==> src/rtl/reg_muldiv_unit.sv <==
// reg_muldiv_unit: iterative 32-bit multiply/divide unit beside the register file.
// Reads operands through ports A/B, runs WIDTH shift-add or restoring-division
// steps, then writes the result through port C with a one-cycle done pulse.
// Optional macro MULDIV_EARLY_OUT_EN: multiplies stop once the remaining
// multiplier bits are zero, and divide-by-zero skips EXEC entirely.
module reg_muldiv_unit #(
  parameter int WIDTH  = 32,
  parameter int ADDR_W = 5
) (
  input  logic              clock,
  input  logic              reset,
  input  logic              start,
  input  logic [1:0]        op,
  input  logic [ADDR_W-1:0] rs1,
  input  logic [ADDR_W-1:0] rs2,
  input  logic [ADDR_W-1:0] rd,
  output logic [ADDR_W-1:0] addra,
  input  logic [WIDTH-1:0]  dataa,
  output logic [ADDR_W-1:0] addrb,
  input  logic [WIDTH-1:0]  datab,
  output logic              enc,
  output logic [ADDR_W-1:0] addrc,
  output logic [WIDTH-1:0]  datac,
  output logic              busy,
  output logic              done
);

  localparam int CNT_W = $clog2(WIDTH);

  localparam logic [1:0] OP_MUL   = 2'b00;
  localparam logic [1:0] OP_MULHU = 2'b01;
  localparam logic [1:0] OP_DIVU  = 2'b10;
  localparam logic [1:0] OP_REMU  = 2'b11;

  typedef enum logic [1:0] {
    S_IDLE  = 2'b00,
    S_READ  = 2'b01,
    S_EXEC  = 2'b10,
    S_WRITE = 2'b11
  } state_e;

  state_e              state_q, state_d;
  logic [1:0]          op_q, op_d;
  logic [ADDR_W-1:0]   rs1_q, rs1_d, rs2_q, rs2_d, rd_q, rd_d;
  logic [WIDTH-1:0]    a_q, a_d, b_q, b_d;
  // hi/lo hold product upper:lower halves, or remainder:quotient for division.
  logic [WIDTH-1:0]    hi_q, hi_d, lo_q, lo_d;
  logic [CNT_W-1:0]    cnt_q, cnt_d;
  logic                enc_q, enc_d, done_q, done_d, busy_q, busy_d;
  logic [ADDR_W-1:0]   addrc_q, addrc_d;
  logic [WIDTH-1:0]    datac_q, datac_d;
  logic [WIDTH:0]      sum_s, shifted_s, diff_s;
`ifdef MULDIV_EARLY_OUT_EN
  logic [CNT_W:0]      shamt_s;
  logic [WIDTH-1:0]    rem_bits_s;
`endif

  assign addra = rs1_q;
  assign addrb = rs2_q;
  assign enc   = enc_q;
  assign addrc = addrc_q;
  assign datac = datac_q;
  assign busy  = busy_q;
  assign done  = done_q;

  // Next-state, datapath step and registered-output computation.
  always_comb begin
    state_d   = state_q;
    op_d      = op_q;
    rs1_d     = rs1_q;
    rs2_d     = rs2_q;
    rd_d      = rd_q;
    a_d       = a_q;
    b_d       = b_q;
    hi_d      = hi_q;
    lo_d      = lo_q;
    cnt_d     = cnt_q;
    enc_d     = 1'b0;
    done_d    = 1'b0;
    addrc_d   = {ADDR_W{1'b0}};
    datac_d   = {WIDTH{1'b0}};
    sum_s     = {1'b0, hi_q} + (lo_q[0] ? {1'b0, a_q} : {(WIDTH+1){1'b0}});
    shifted_s = {hi_q, lo_q[WIDTH-1]};
    diff_s    = shifted_s - {1'b0, b_q};
`ifdef MULDIV_EARLY_OUT_EN
    shamt_s    = {1'b0, cnt_q} + {{CNT_W{1'b0}}, 1'b1};
    rem_bits_s = lo_q & ~({WIDTH{1'b1}} << shamt_s);
`endif

    case (state_q)
      S_IDLE: begin
        if (start) begin
          state_d = S_READ;
          op_d    = op;
          rs1_d   = rs1;
          rs2_d   = rs2;
          rd_d    = rd;
        end else begin
          state_d = S_IDLE;
        end
      end
      S_READ: begin
        a_d     = dataa;
        b_d     = datab;
        hi_d    = {WIDTH{1'b0}};
        lo_d    = op_q[1] ? dataa : datab;
        cnt_d   = CNT_W'(WIDTH - 1);
        state_d = S_EXEC;
`ifdef MULDIV_EARLY_OUT_EN
        if (op_q[1] && (datab == {WIDTH{1'b0}})) begin
          hi_d    = dataa;
          lo_d    = {WIDTH{1'b1}};
          state_d = S_WRITE;
        end else begin
          state_d = S_EXEC;
        end
`endif
      end
      S_EXEC: begin
        if (!op_q[1]) begin
          hi_d = sum_s[WIDTH:1];
          lo_d = {sum_s[0], lo_q[WIDTH-1:1]};
        end else if (!diff_s[WIDTH]) begin
          hi_d = diff_s[WIDTH-1:0];
          lo_d = {lo_q[WIDTH-2:0], 1'b1};
        end else begin
          hi_d = shifted_s[WIDTH-1:0];
          lo_d = {lo_q[WIDTH-2:0], 1'b0};
        end
        if (cnt_q == {CNT_W{1'b0}}) begin
          state_d = S_WRITE;
        end else begin
          cnt_d = cnt_q - {{(CNT_W-1){1'b0}}, 1'b1};
        end
`ifdef MULDIV_EARLY_OUT_EN
        // No multiplier bits left: the remaining steps are pure shifts.
        if (!op_q[1] && (rem_bits_s == {WIDTH{1'b0}})) begin
          {hi_d, lo_d} = {hi_q, lo_q} >> shamt_s;
          state_d      = S_WRITE;
        end else begin
          cnt_d = cnt_d;
        end
`endif
      end
      S_WRITE: begin
        state_d = S_IDLE;
      end
      default: begin
        state_d = S_IDLE;
      end
    endcase

    // Outputs are loaded on the edge that enters WRITE so they are valid
    // for exactly that cycle.
    if ((state_d == S_WRITE) && (state_q != S_WRITE)) begin
      done_d  = 1'b1;
      enc_d   = (rd_q != {ADDR_W{1'b0}});
      addrc_d = rd_q;
      case (op_q)
        OP_MUL:   datac_d = lo_d;
        OP_MULHU: datac_d = hi_d;
        OP_DIVU:  datac_d = lo_d;
        OP_REMU:  datac_d = hi_d;
        default:  datac_d = {WIDTH{1'b0}};
      endcase
    end else begin
      done_d = 1'b0;
    end

    busy_d = (state_d != S_IDLE);
  end

  // State and datapath registers; reset discards any pending operation.
  always_ff @(posedge clock or posedge reset) begin
    if (reset) begin
      state_q <= S_IDLE;
      op_q    <= 2'b00;
      rs1_q   <= {ADDR_W{1'b0}};
      rs2_q   <= {ADDR_W{1'b0}};
      rd_q    <= {ADDR_W{1'b0}};
      a_q     <= {WIDTH{1'b0}};
      b_q     <= {WIDTH{1'b0}};
      hi_q    <= {WIDTH{1'b0}};
      lo_q    <= {WIDTH{1'b0}};
      cnt_q   <= {CNT_W{1'b0}};
      enc_q   <= 1'b0;
      done_q  <= 1'b0;
      busy_q  <= 1'b0;
      addrc_q <= {ADDR_W{1'b0}};
      datac_q <= {WIDTH{1'b0}};
    end else begin
      state_q <= state_d;
      op_q    <= op_d;
      rs1_q   <= rs1_d;
      rs2_q   <= rs2_d;
      rd_q    <= rd_d;
      a_q     <= a_d;
      b_q     <= b_d;
      hi_q    <= hi_d;
      lo_q    <= lo_d;
      cnt_q   <= cnt_d;
      enc_q   <= enc_d;
      done_q  <= done_d;
      busy_q  <= busy_d;
      addrc_q <= addrc_d;
      datac_q <= datac_d;
    end
  end

endmodule

==> config.mk <==
export PLATFORM = sky130hd
export DESIGN_NAME = reg_muldiv_unit
export DESIGN_NICKNAME = d
export VERILOG_FILES = /design/src/rtl/reg_muldiv_unit.sv
export SDC_FILE = /design/constraint.sdc
export NUM_CORES = 1
export LEC_CHECK = 0
export ABC_AREA = 0
export CORE_ASPECT_RATIO = 1.5
export CORE_MARGIN = 4
export CORE_UTILIZATION = 52
export DETAILED_ROUTE_END_ITERATION = 16
export GPL_ROUTABILITY_DRIVEN = 0
export GPL_TIMING_DRIVEN = 0
export PLACE_DENSITY = 0.87
export SYNTH_ARGS = -nofsm -noshare
export SYNTH_HDL_FRONTEND = slang
export SYNTH_SLANG_ARGS = --single-unit
==> constraint.sdc <==
create_clock -name clock -period 5.4 [get_ports clock]
set_input_delay 0.54 -clock clock [delete_from_list [all_inputs] [get_ports clock]]
set_output_delay 0.54 -clock clock [all_outputs]
set_load 0.05 [all_outputs]
==> Yosys cells after proc, flatten, opt, wreduce, memory -nomap -nowiden <==
Cells that the tools add are included.
{ "op_classes": {"mux": 18, "reduce_logical": 11, "n_bitwise": 0, "n_lt_le_gt_ge": 0, "shifts": 0, "n_addsub": 3, "div": 0, "n_eq_ne": 9, "mul": 0} }
{ "op_table": {"columns": ["cell", "n"], "rows": [
  ["2-to-1 mux 32 bit", 6],
  ["one-hot mux 32 bit (2 select lines)", 3],
  ["adder 32 x 32 -> 33 bit", 1],
  ["subtractor 33 x 32 -> 33 bit", 1],
  ["equality test 2 bit (second input constant)", 5],
  ["2-to-1 mux 5 bit", 2],
  ["one-hot mux 5 bit (2 select lines)", 1],
  ["one-hot mux 2 bit (4 select lines)", 1],
  ["logical NOT 5 bit", 1],
  ["nonzero test 5 bit", 1],
  ["subtractor 5 x 1 -> 5 bit (second input constant)", 1],
  ["equality test 2 x 1 -> 1 bit (second input constant)", 2],
  ["logical NOT 2 bit", 2],
  ["2-to-1 mux 1 bit", 4],
  ["!= test 2 bit (second input constant)", 2],
  ["AND reduction 2 bit", 2],
  ["nonzero test 2 bit", 2],
  ["OR reduction 2 bit", 2],
  ["2-to-1 mux 2 bit", 1],
  ["logical AND 1 bit", 1]
]} }
{ "word_totals": {"ramBits": 0, "inputBits": 84, "memories": 0, "latchBits": 0, "register_bits": 192, "romBits": 0} }

==> Depth between registers and ports, before layout <==
Gate-level depths: netlist of the first run.
{ "depth": {"depth_word": 6, "mapped_depth": 15, "mapped_depth_nobuf": 14} }

==> Worst setup path before layout of the first run <==
No wires, ideal clock.
{ "synth_timing": {"kind": "reg-to-reg", "from": "reg lo_q[0]", "to": "reg datac_q[29], in the netlist datac[29]", "path_buffers": 1, "t_arrival_ns": 3.278, "path_stages_with_launch": 16, "setup_time_ns": 0.095, "setup_slack_ns": 2.026, "cell_sequence": "dfrtp_1 > clkbuf_1 > and2_1 > ha_1 > inv_1 > fa_1 > nand2b_1 > a211oi_2 > nor2_1 > o311ai_2 > a311o_2 > a2111oi_0 > nor3_1 > xnor2_1 > mux2_2 > o31ai_1"} }
{ "synth_via": {"elab_chain_len": 6} }
{ "synth_lines": {"columns": ["item", "line", "text"], "rows": [
  ["start: declaration", "47", "logic [WIDTH-1:0] hi_q, hi_d, lo_q, lo_d;"],
  ["start signal: assignment", "184", "lo_q <= {WIDTH{1'b0}};"],
  ["start signal: assignment", "200", "lo_q <= lo_d;"],
  ["2-to-1 mux 32 bit", "82", "sum_s = {1'b0, hi_q} + (lo_q[0] ? {1'b0, a_q} : {(WIDTH+1){1'b0}});"],
  ["adder 32 x 32 -> 33 bit", "82", null],
  ["2-to-1 mux 32 bit", "120", "if (!op_q[1]) begin"],
  ["one-hot mux 32 bit (2 select lines)", "90", "case (state_q)"],
  ["one-hot mux 32 bit (2 select lines)", "159", "case (op_q)"],
  ["2-to-1 mux 32 bit", "155", "if ((state_d == S_WRITE) && (state_q != S_WRITE)) begin"],
  ["via datac_d[29]", "51", "logic [WIDTH-1:0] datac_q, datac_d;"],
  ["end signal: assignment", "190", "datac_q <= {WIDTH{1'b0}};"],
  ["end signal: assignment", "206", "datac_q <= datac_d;"],
  ["end: declaration", "51", null]
]} }
The timed path passes the listed nets, and every way through them passes these cells.
A chain may end at the register's enable or synchronous reset.

==> Final worst setup path of the first run <==
Ends and elaborated chain as after synthesis.

==> results of run 1 <==
## metrics by stage
stage          utilization  instance area, um^2  setup WS, ps  hold slack [ps]  power (mW)
2_1_floorplan            -                12540          2026            471.1       7.161
3_3_place_gp        0.6009                14270         835.9            480.9       9.029
3_5_place_dp        0.6052                14370         708.0            487.3       9.268
4_1_cts             0.6303                14960         693.5            483.3       10.65
5_1_grt             0.6303                14960         244.9            513.1       11.52
6_report            0.6303                14960         300.7            476.3       11.01
## kinds of logic (layout without fill, tap and decap cells)
group,count (synthesis),in the layout,synth area share
xor gates and xnor gates,45,45,0.03145
muxes,126,126,0.1060
AOI/OAI and AO/OA,433,433,0.2320
DFF,192,192,0.3833
buffers and inverters,142,312,0.04492
adders and majority gates,72,72,0.07308
and+or+nand+nor,337,337,0.1292
## area by class of cell
| class | instances | area [um^2] | area share |
|---|---|---|---|
| Multi-Input combinational cell | 1013 | 7166 | 0.4789 |
| Clock buffer | 19 | 442.9 | 0.02960 |
| Timing Repair Buffer | 138 | 1431 | 0.09566 |
| Inverter | 71 | 270.3 | 0.01806 |
| Tap cell | 319 | 399.1 | 0.02667 |
| Sequential cell | 192 | 4805 | 0.3211 |
| Clock inverter | 13 | 152.6 | 0.01020 |
| Buffer | 71 | 296.5 | 0.01982 |
## registers in the layout, indices dropped and copies added (netlist names), 32 cells and up
signal  cells
a_q        32
b_q        32
datac      32
hi_q       32
lo_q       32
## report_power, final
group | switching, mW | internal [mW] | leakage, nW
Clock | 0.624 | 0.707 | 0.286
Sequential | 0.401 | 2.06 | 2.41
Combinational | 4.67 | 2.55 | 3.89
Total | 5.69 | 5.32 | 6.59
## worst min path at each step
| stage | endpoint | depth (start not counted) | startpoint |
|---|---|---|---|
| final | b_q[23]$_DFFE_PP0P_ | 2 | reset |
| after global routing | a_q[24]$_DFFE_PP0P_ | 1 | a_q[24]$_DFFE_PP0P_ |
| after CTS | b_q[23]$_DFFE_PP0P_ | 2 | reset |
| after detailed placement | a_q[24]$_DFFE_PP0P_ | 1 | a_q[24]$_DFFE_PP0P_ |
| after global placement | a_q[28]$_DFFE_PP0P_ | 1 | a_q[28]$_DFFE_PP0P_ |
| after floorplan | addrc[3]$_DFF_PP0_ | 1 | rd_q[3]$_DFFE_PP0P_ |
## metal layers
metal / track usage / part of all wire
met5: 0 / 0.00026
met4: 0.2747 / 0.097
met3: 0.1035 / 0.12
met2: 0.5430 / 0.46
met1: 0.3796 / 0.33
## placed cells by master, fill, tap and decap left out, types with 25 or more instances in the layout
master,Yosys,layout
dfrtp_1,192,192
mux2_2,54,54
o221ai_1,32,32
a21o_1,28,28
a21oi_1,89,89
o21a_1,44,44
clkbuf_1,58,59
ha_1,70,70
mux2i_1,72,72
inv_1,67,66
o21ai_0,101,101
nand2_1,125,125
nand3_1,26,26
nor2_1,67,67
and2_1,45,45
clkdlybuf4s50_1,0,133
xnor2_1,25,25
==> results.tsv, run 1 <==
stage	metric	value	unit
outcome	status	completed	
clock_network	cts_made_buffers	17	
critical_path	path_cells	clkbuf_1, and2_1, ha_1, inv_1, fa_1, nand2b_1, a211oi_2, nor2_1, o311ai_2, a311o_2, a2111oi_0, nor3_1, xnor2_1, mux2_2, o31ai_1	
finish	fin_nets	1660	
power	power.static_leakage	6.588	nW
logic_synthesis	async_flop_share	1.000	
drt	dr.pass1.iters	6	
global_routing	grt_max_degree	45	
timing	slew_headroom	0.07078	
placed_design	dp.cells	1804	
logic_synthesis	yosysMostFrequentCell	dfrtp_1	
clock_network	post_cts_buffers	0	
floorplanning	die_y	198.1	um
floorplanning	start_util	0.5279	
critical_path	crit_slowest_cell	dfrtp_1	
critical_path	cp.arrival	5390	ps
logic_synthesis	netlist_area	0.01253	mm^2
logic_synthesis	ys_warn_count	0	
logic_synthesis	yosys-top-cells-count	192 x dfrtp_1, 125 x nand2_1, 101 x o21ai_0	
clock_network	clkSinkCount	192	
logic_synthesis	synth-seq-cells	192	
logic_synthesis	synth_ff_type	dfrtp_1	
logic_synthesis	syn_inst	1347	
floorplanning	fp-row-count	69	
drt	viasPerCell	6.707	
placed_design	port_buffers	133	
clock_network	cts_tree	yes	
global_routing	overflow	0	
logic_synthesis	syn_avg_cell_area	9.305	um^2
logic_synthesis	yosysSeqAreaShare	0.3833	
drt	drtIter0Drc	1613	
power	power_density	736.1	mW/mm^2
drt	drc	0	
timing	rsz0062_at_grt	false	
critical_path	critPathMaxFanout	10	
clock_network	clk_pin_slew	80	ps
critical_path	cp_data_required_time	5690	ps
critical_path	crit_start	lo_q[0]$_DFF_PP0_	
timing	finalHoldViolCount	0	
finish	fillerInstances	1847	
logic_synthesis	synth_area_leader_cell	dfrtp_1	
timing	setup_viol	0	
floorplanning	io_pins	134	
clock_network	clock_latency	460	ps
timing	period_share	0.9443	
global_routing	antenna_found_initial	1	
critical_path	crit_path_end	datac[29]$_DFF_PP0_	
finish	instances_no_fill	1836	
logic_synthesis	synth_nets	1503	
drt	antenna_left	0	
finish	drive_gt1_frac	0.08042	
drt	num_vias	12310	
floorplanning	dieArea	0.02670	mm^2
clock_network	ctsHoldBuffers	0	
timing	slew_violations	0	
finish	area_growth	19.39	%
critical_path	r2r-end	datac[29]$_DFF_PP0_	
global_routing	grt_pass1_vias	12510	
critical_path	r2r_start	lo_q[0]$_DFF_PP0_	
clock_network	cts-root-buf	clkbuf_16	
critical_path	cp-start-kind	flip-flop	
critical_path	cp-end-kind	flip-flop	
critical_path	rrSetupSlack	300	ps
global_routing	grt_pass1_wl	69480	um
global_routing	grt.total_usage	0.3425	
timing	tightest_slew	1394	ps
finish	antenna_cells	0	
clock_network	cts_resized	0	
logic_synthesis	yosysUniqueCellTypes	87	
flow_run	max-cap-violations	0	
clock_network	clockBufferDepth	2	
critical_path	cp_top_family	compound AO/OA/AOI/OAI gates	
critical_path	r2r_cells	15	
logic_synthesis	synth.area.top_cells	dfrtp_1 38%, ha_1 7.0%, mux2i_1 5.8%	
placed_design	dp_hpwl	34050	um
floorplanning	die_w	134.8	um
critical_path	critical_path_class	reg2reg	
critical_path	cpPeakStageDelay	610	ps
logic_synthesis	yosys.area.top_type_share	0.3833	
timing	finalCriticalPeriod	5099	ps
critical_path	crit_cells	15	
timing	fmax	196.1	MHz
logic_synthesis	synth_edf_count	0	
floorplanning	coreArea	0.02374	mm^2
clock_network	htree_levels	4	
power	ir_worst_vdd	0.0005019	V
drt	wl_per_cell	24.73	um
timing	setup_tns	0	ps
worst_hold_path	hold_class	in2async	
critical_path	crit_buf_inv	2	
drt	wl	45410	um
timing	finalClockSkew	19.85	ps
No activity file was read; power rests on OpenSTA's default activity.
==> run 2: changes to the inputs <==
- GPL_TIMING_DRIVEN: 0 -> unset
==> run 2 against run 1 <==
  * Maximum frequency rose by 10%
  * Sequential share of layout area rose by 0.48 points
  * Critical path depth fell by 1
  * Cell area fell by 1.4%
  * First-iteration DRC count fell by 26%
  * Total power fell by 5.0%
  * Clock skew fell by 3.4 ps
  * Via count fell by 7.1%
  * Combinational power fell by 9.8%
  * Core utilization fell by 0.87 points
  * Largest power group unchanged
  * Die area did not move
  * Worst hold slack improved by 24 ps
==> results.tsv, run 2 (synthesized netlist as in run 1, its figures left out) <==
stage	metric	value	unit
drt	drtIter0Drc	1195	
timing	slew_violations	0	
floorplanning	coreArea	0.02374	mm^2
power	ir_worst_vdd	0.0006868	V
floorplanning	start_util	0.5279	
critical_path	r2r_start	lo_q[0]$_DFF_PP0_	
global_routing	grt_pass1_vias	11740	
timing	setup_viol	0	
finish	final_cell_mix	191 x dfrtp_1, 133 x clkdlybuf4s50_1, 125 x nand2_1	
critical_path	cp-start-kind	flip-flop	
timing	slew_headroom	0.2842	
finish	antenna_cells	0	
drt	antenna_left	0	
floorplanning	fp-row-count	69	
timing	fmax	216.7	MHz
critical_path	cp_data_required_time	5750	ps
critical_path	critical_path_class	reg2reg	
power	p_total	10.47	mW
timing	setup_tns	0	ps
finish	instances_no_fill	1777	
outcome	status	completed	
finish	area_growth	17.73	%
floorplanning	die_w	134.8	um
drt	wl_per_cell	21.65	um
timing	tightest_slew	1074	ps
clock_network	clk_pin_slew	70	ps
power	power.static_leakage	6.527	nW
clock_network	cts_tree	yes	
drt	wl	38480	um
power	power_density	709.2	mW/mm^2
critical_path	cpPeakStageDelay	1050	ps
critical_path	r2r-end	hi_q[29]$_DFF_PP0_	
clock_network	cts_made_buffers	17	
finish	fillerInstances	1876	
placed_design	dp.cells	1745	
clock_network	ctsHoldBuffers	0	
floorplanning	die_y	198.1	um
critical_path	crit_path_end	hi_q[29]$_DFF_PP0_	
worst_hold_path	hold_class	reg2reg	
finish	drive_gt1_frac	0.08779	
clock_network	htree_levels	4	
finish	finalInstanceArea	0.01476	mm^2
drt	viasPerCell	6.439	
placed_design	port_buffers	133	
clock_network	post_cts_buffers	0	
clock_network	clkSinkCount	192	
critical_path	crit_slowest_cell	dfrtp_1	
global_routing	grt.total_usage	0.2887	
timing	finalCriticalPeriod	4615	ps
drt	num_vias	11440	
finish	fin_nets	1601	
timing	finalClockSkew	16.40	ps
placed_design	dp_hpwl	27050	um
global_routing	overflow	0	
clock_network	cts_resized	0	
critical_path	r2r_cells	14	
global_routing	grt_max_degree	158	
critical_path	crit_start	lo_q[0]$_DFF_PP0_	
timing	period_share	0.8547	
critical_path	cp-end-kind	flip-flop	
clock_network	clock_latency	460	ps
drt	drc	0	
floorplanning	io_pins	134	
critical_path	path_cells	and2_1, ha_1, inv_1, fa_1, nand2b_1, a211oi_2, nor2_1, o311ai_2, a311o_2, a2111oi_0, nor3_1, xnor2_1, mux2_2, o32ai_1	
finish	layout_commonest_cell	dfrtp_1	
flow_run	max-cap-violations	0	
timing	finalHoldViolCount	0	
floorplanning	dieArea	0.02670	mm^2
drt	dr.pass1.iters	6	
clock_network	clockBufferDepth	2	
placed_design	dpl-instance-area	0.01413	mm^2
timing	rsz0062_at_grt	false	
critical_path	rrSetupSlack	780	ps
clock_network	cts-root-buf	clkbuf_16	
critical_path	cp.arrival	4960	ps
global_routing	antenna_found_initial	0	
global_routing	grt_pass1_wl	60510	um
critical_path	critPathMaxFanout	34	
run 2: layer usage:
layer	vias to the layer above	wire [um]	track usage
met5	-	0	0
met4	0	2716	0.1947
met3	202	3437	0.06151
li1	5097	-	-
met1	5444	13960	0.3384
met2	699	18360	0.4736
run 2: final cells by class:
| cell class | instances | area, um^2 | area share |
|---|---|---|---|
| clock inverters | 11 | 175.2 | 0.01187 |
| repair buffers | 150 | 1471 | 0.09972 |
| multi-input cells | 1013 | 7181 | 0.4866 |
| clock buffers | 21 | 450.4 | 0.03053 |
| flip-flops and latches | 192 | 4808 | 0.3259 |
| well taps | 319 | 399.1 | 0.02705 |
| inverters | 71 | 270.3 | 0.01832 |
run 2: worst min path at each step:
| stage | end | start | slack, ps | cells past startpoint |
|---|---|---|---|---|
| after floorplan | addrc[3]$_DFF_PP0_ | rd_q[3]$_DFFE_PP0P_ | 470 | 1 |
| after global placement | addrc[3]$_DFF_PP0_ | rd_q[3]$_DFFE_PP0P_ | 480 | 1 |
| after detailed placement | a_q[29]$_DFFE_PP0P_ | a_q[29]$_DFFE_PP0P_ | 490 | 1 |
| after CTS | a_q[29]$_DFFE_PP0P_ | a_q[29]$_DFFE_PP0P_ | 500 | 1 |
| after global routing | addrb[0]$_DFFE_PP0P_ | addrb[0]$_DFFE_PP0P_ | 530 | 1 |
| final | a_q[29]$_DFFE_PP0P_ | a_q[29]$_DFFE_PP0P_ | 500 | 1 |
run 2: power breakdown:
group / internal (mW) / switching, mW
logic: 2.49 / 4.03
registers: 2.07 / 0.508
clock network: 0.793 / 0.585
run 2: critical path, delay by kind of cell (launching register included):
kind                     cells  cell delay (ps)
AO/OA/AOI/OAI                5             1560
flip-flops                   1             1050
AND/OR/NAND/NOR              4              860
adder cells (fa/ha/maj)      2              610
multiplexers                 1              270
XOR/XNOR                     1               90
buffers and inverters        1               70
run 2: metrics by stage:
stage,setup WS [ps],hold slack (ps),util
3_3_place_gp,1192,480.8,0.5952
4_1_cts,907.4,501.9,0.6215
3_5_place_dp,934.4,487.1,0.5952
5_1_grt,626.1,527.2,0.6215
6_report,784.6,500.3,0.6215
2_1_floorplan,2026,471.1,-
==> run 3: changes to the inputs <==
- CORE_ASPECT_RATIO: 1.5 -> 1.2
==> run 3 against run 2 <==
  * Largest cell class unchanged
  * Clock skew down 6.7 ps
  * Critical endpoint is now hi_q[25]$_DFF_PP0_
  * Core utilization up 0.72 points
  * Sequential share of layout area up 0.053 points
  * Largest power group unchanged
  * Critical path type unchanged
  * Highest routed layer unchanged
==> results.tsv, run 3 (synthesized netlist as in run 1, its figures left out) <==
stage	metric	value	unit
critical_path	cp-start-kind	flip-flop	
drt	antenna_left	0	
power	seq_power_share	0.241	
finish	finalInstanceArea	0.01473	mm^2
power	comb_power_share	0.630	
clock_network	post_cts_buffers	0	
power	sw_frac_of_total	0.5011	
drt	drc	0	
placed_design	port_buffers	133	
power	power.static_leakage	6.529	nW
finish	fin_util	0.6287	
finish	final-seq-area	0.004808	mm^2
floorplanning	die_y	178.1	um
finish	layout_commonest_cell	dfrtp_1	
critical_path	rrSetupSlack	850	ps
worst_hold_path	hold_class	in2async	
finish	multiInputGateArea	0.007181	mm^2
flow_run	max-cap-violations	0	
finish	instances_no_fill	1773	
power	power_density	715.0	mW/mm^2
global_routing	grt.total_usage	0.2981	
global_routing	overflow	0	
floorplanning	io_pins	134	
critical_path	cp-end-kind	flip-flop	
timing	setup_viol	0	
power	ir_worst_vdd	0.0004955	V
global_routing	grt_pass1_vias	11450	
power	clock_power_share	0.128	
critical_path	r2r-end	hi_q[25]$_DFF_PP0_	
drt	viasPerCell	6.566	
clock_network	cts_tree	yes	
critical_path	cp_data_required_time	5680	ps
floorplanning	coreArea	0.02343	mm^2
timing	rsz0062_at_grt	false	
global_routing	grt_pass1_wl	62000	um
timing	setup_tns	0	ps
timing	slew_violations	0	
clock_network	clockBufferDepth	2	
drt	wl	39980	um
critical_path	crit_path_end	hi_q[25]$_DFF_PP0_	
timing	period_share	0.8426	
floorplanning	fp-row-count	61	
finish	drive_gt1_frac	0.08985	
clock_network	cts-root-buf	clkbuf_16	
drt	dr.pass1.iters	7	
clock_network	clock_latency	450	ps
critical_path	crit_start	lo_q[0]$_DFF_PP0_	
finish	final_cell_mix	191 x dfrtp_1, 133 x clkdlybuf4s50_1, 125 x nand2_1	
finish	area_growth	17.54	%
power	switchingPower	5.277	mW
timing	tightest_slew	1125	ps
clock_network	cts_resized	0	
clock_network	cts_made_buffers	17	
critical_path	r2r_start	lo_q[0]$_DFF_PP0_	
placed_design	dp_hpwl	28610	um
finish	fin_nets	1601	
placed_design	dp.cells	1741	
critical_path	critical_path_class	reg2reg	
drt	num_vias	11640	
drt	wl_per_cell	22.55	um
power	p_int	5.255	mW
clock_network	clkSinkCount	192	
timing	finalCriticalPeriod	4550	ps
floorplanning	die_w	149.7	um
clock_network	ctsHoldBuffers	0	
floorplanning	start_util	0.5349	
global_routing	antenna_found_initial	0	
clock_network	htree_levels	4	
floorplanning	dieArea	0.02666	mm^2
timing	finalHoldViolCount	0	
drt	drtIter0Drc	1458	
clock_network	clk_pin_slew	80	ps
critical_path	r2r_cells	12	
critical_path	cp.arrival	4830	ps
timing	slew_headroom	0.2492	
timing	finalClockSkew	9.685	ps
global_routing	grt_max_degree	66	
placed_design	dpl-instance-area	0.01411	mm^2
critical_path	critPathMaxFanout	18	
outcome	status	completed	
finish	antenna_cells	0	
timing	fmax	219.8	MHz
finish	fillerInstances	1823	
==> run 3: changes by cell type in the layout (fill, tap and decap cells not counted) <==
cell,change
buf_4,+1
bufinv_16,-2
clkbuf_1,-3
inv_8,+5
clkinv_8,+2
clkbuf_8,-1
clkinvlp_4,-2
buf_12,-1
clkinv_2,+1
inv_6,-2
clkinv_4,+2
==> run 3: power by group through the flow <==
stage,Clock [mW],Sequential (mW),Combinational (mW)
after floorplan,0,2.75,4.41
after global placement,0,2.51,6.18
after detailed placement,0,2.54,6.34
after CTS,1.35,2.52,6.44
after global routing,1.41,2.60,7.07
final,1.35,2.54,6.64
==> run 3: worst max-delay path, stage by stage, from the launching register on <==
cell	delay, ps
dfrtp_1	740
and2_1	240
ha_1	190
inv_1	70
fa_1	430
nand2b_1	240
a211oi_2	320
nor2_1	160
o311ai_2	460
a311o_2	340
a211oi_1	90
o311ai_0	890
o21ai_0	200
==> run 3: how the worst min path moves through the flow <==
stage               slack (ps)                  end  depth (start not counted)                 from
detailed placement         490   a_q[6]$_DFFE_PP0P_                          1   a_q[6]$_DFFE_PP0P_
CTS                        480   b_q[6]$_DFFE_PP0P_                          2                reset
finish                     460   b_q[6]$_DFFE_PP0P_                          2                reset
floorplan                  470   addrc[3]$_DFF_PP0_                          1  rd_q[3]$_DFFE_PP0P_
global route               510   b_q[6]$_DFFE_PP0P_                          2                reset
global placement           480  a_q[31]$_DFFE_PP0P_                          1  a_q[31]$_DFFE_PP0P_
==> run 3: per-layer routing <==
layer  global-route usage  wire length, um  part of all wire
met5                    0                0                 0
met4               0.1297             1708             0.043
met3              0.08183             4769              0.12
met2               0.4687            18160              0.45
met1               0.3876            15340              0.38
==> run 3: final cells by class <==
type	instances	area share
clock buffer	17	0.02888
clock inverter	15	0.01316
inverter	71	0.01835
multi-input combinational	1013	0.4874
sequential	192	0.3264
tap	315	0.02675
timing repair buffer	150	0.09903
==> run 3: metrics by stage <==
stage          total power [mW]  hold slack [ps]  setup WS (ps)
2_1_floorplan             7.161            471.1           2026
3_3_place_gp              8.689            482.4           1277
3_5_place_dp              8.880            488.4           1179
4_1_cts                   10.32            478.0           1122
5_1_grt                   11.08            511.0          827.4
6_report                  10.53            460.1          849.8
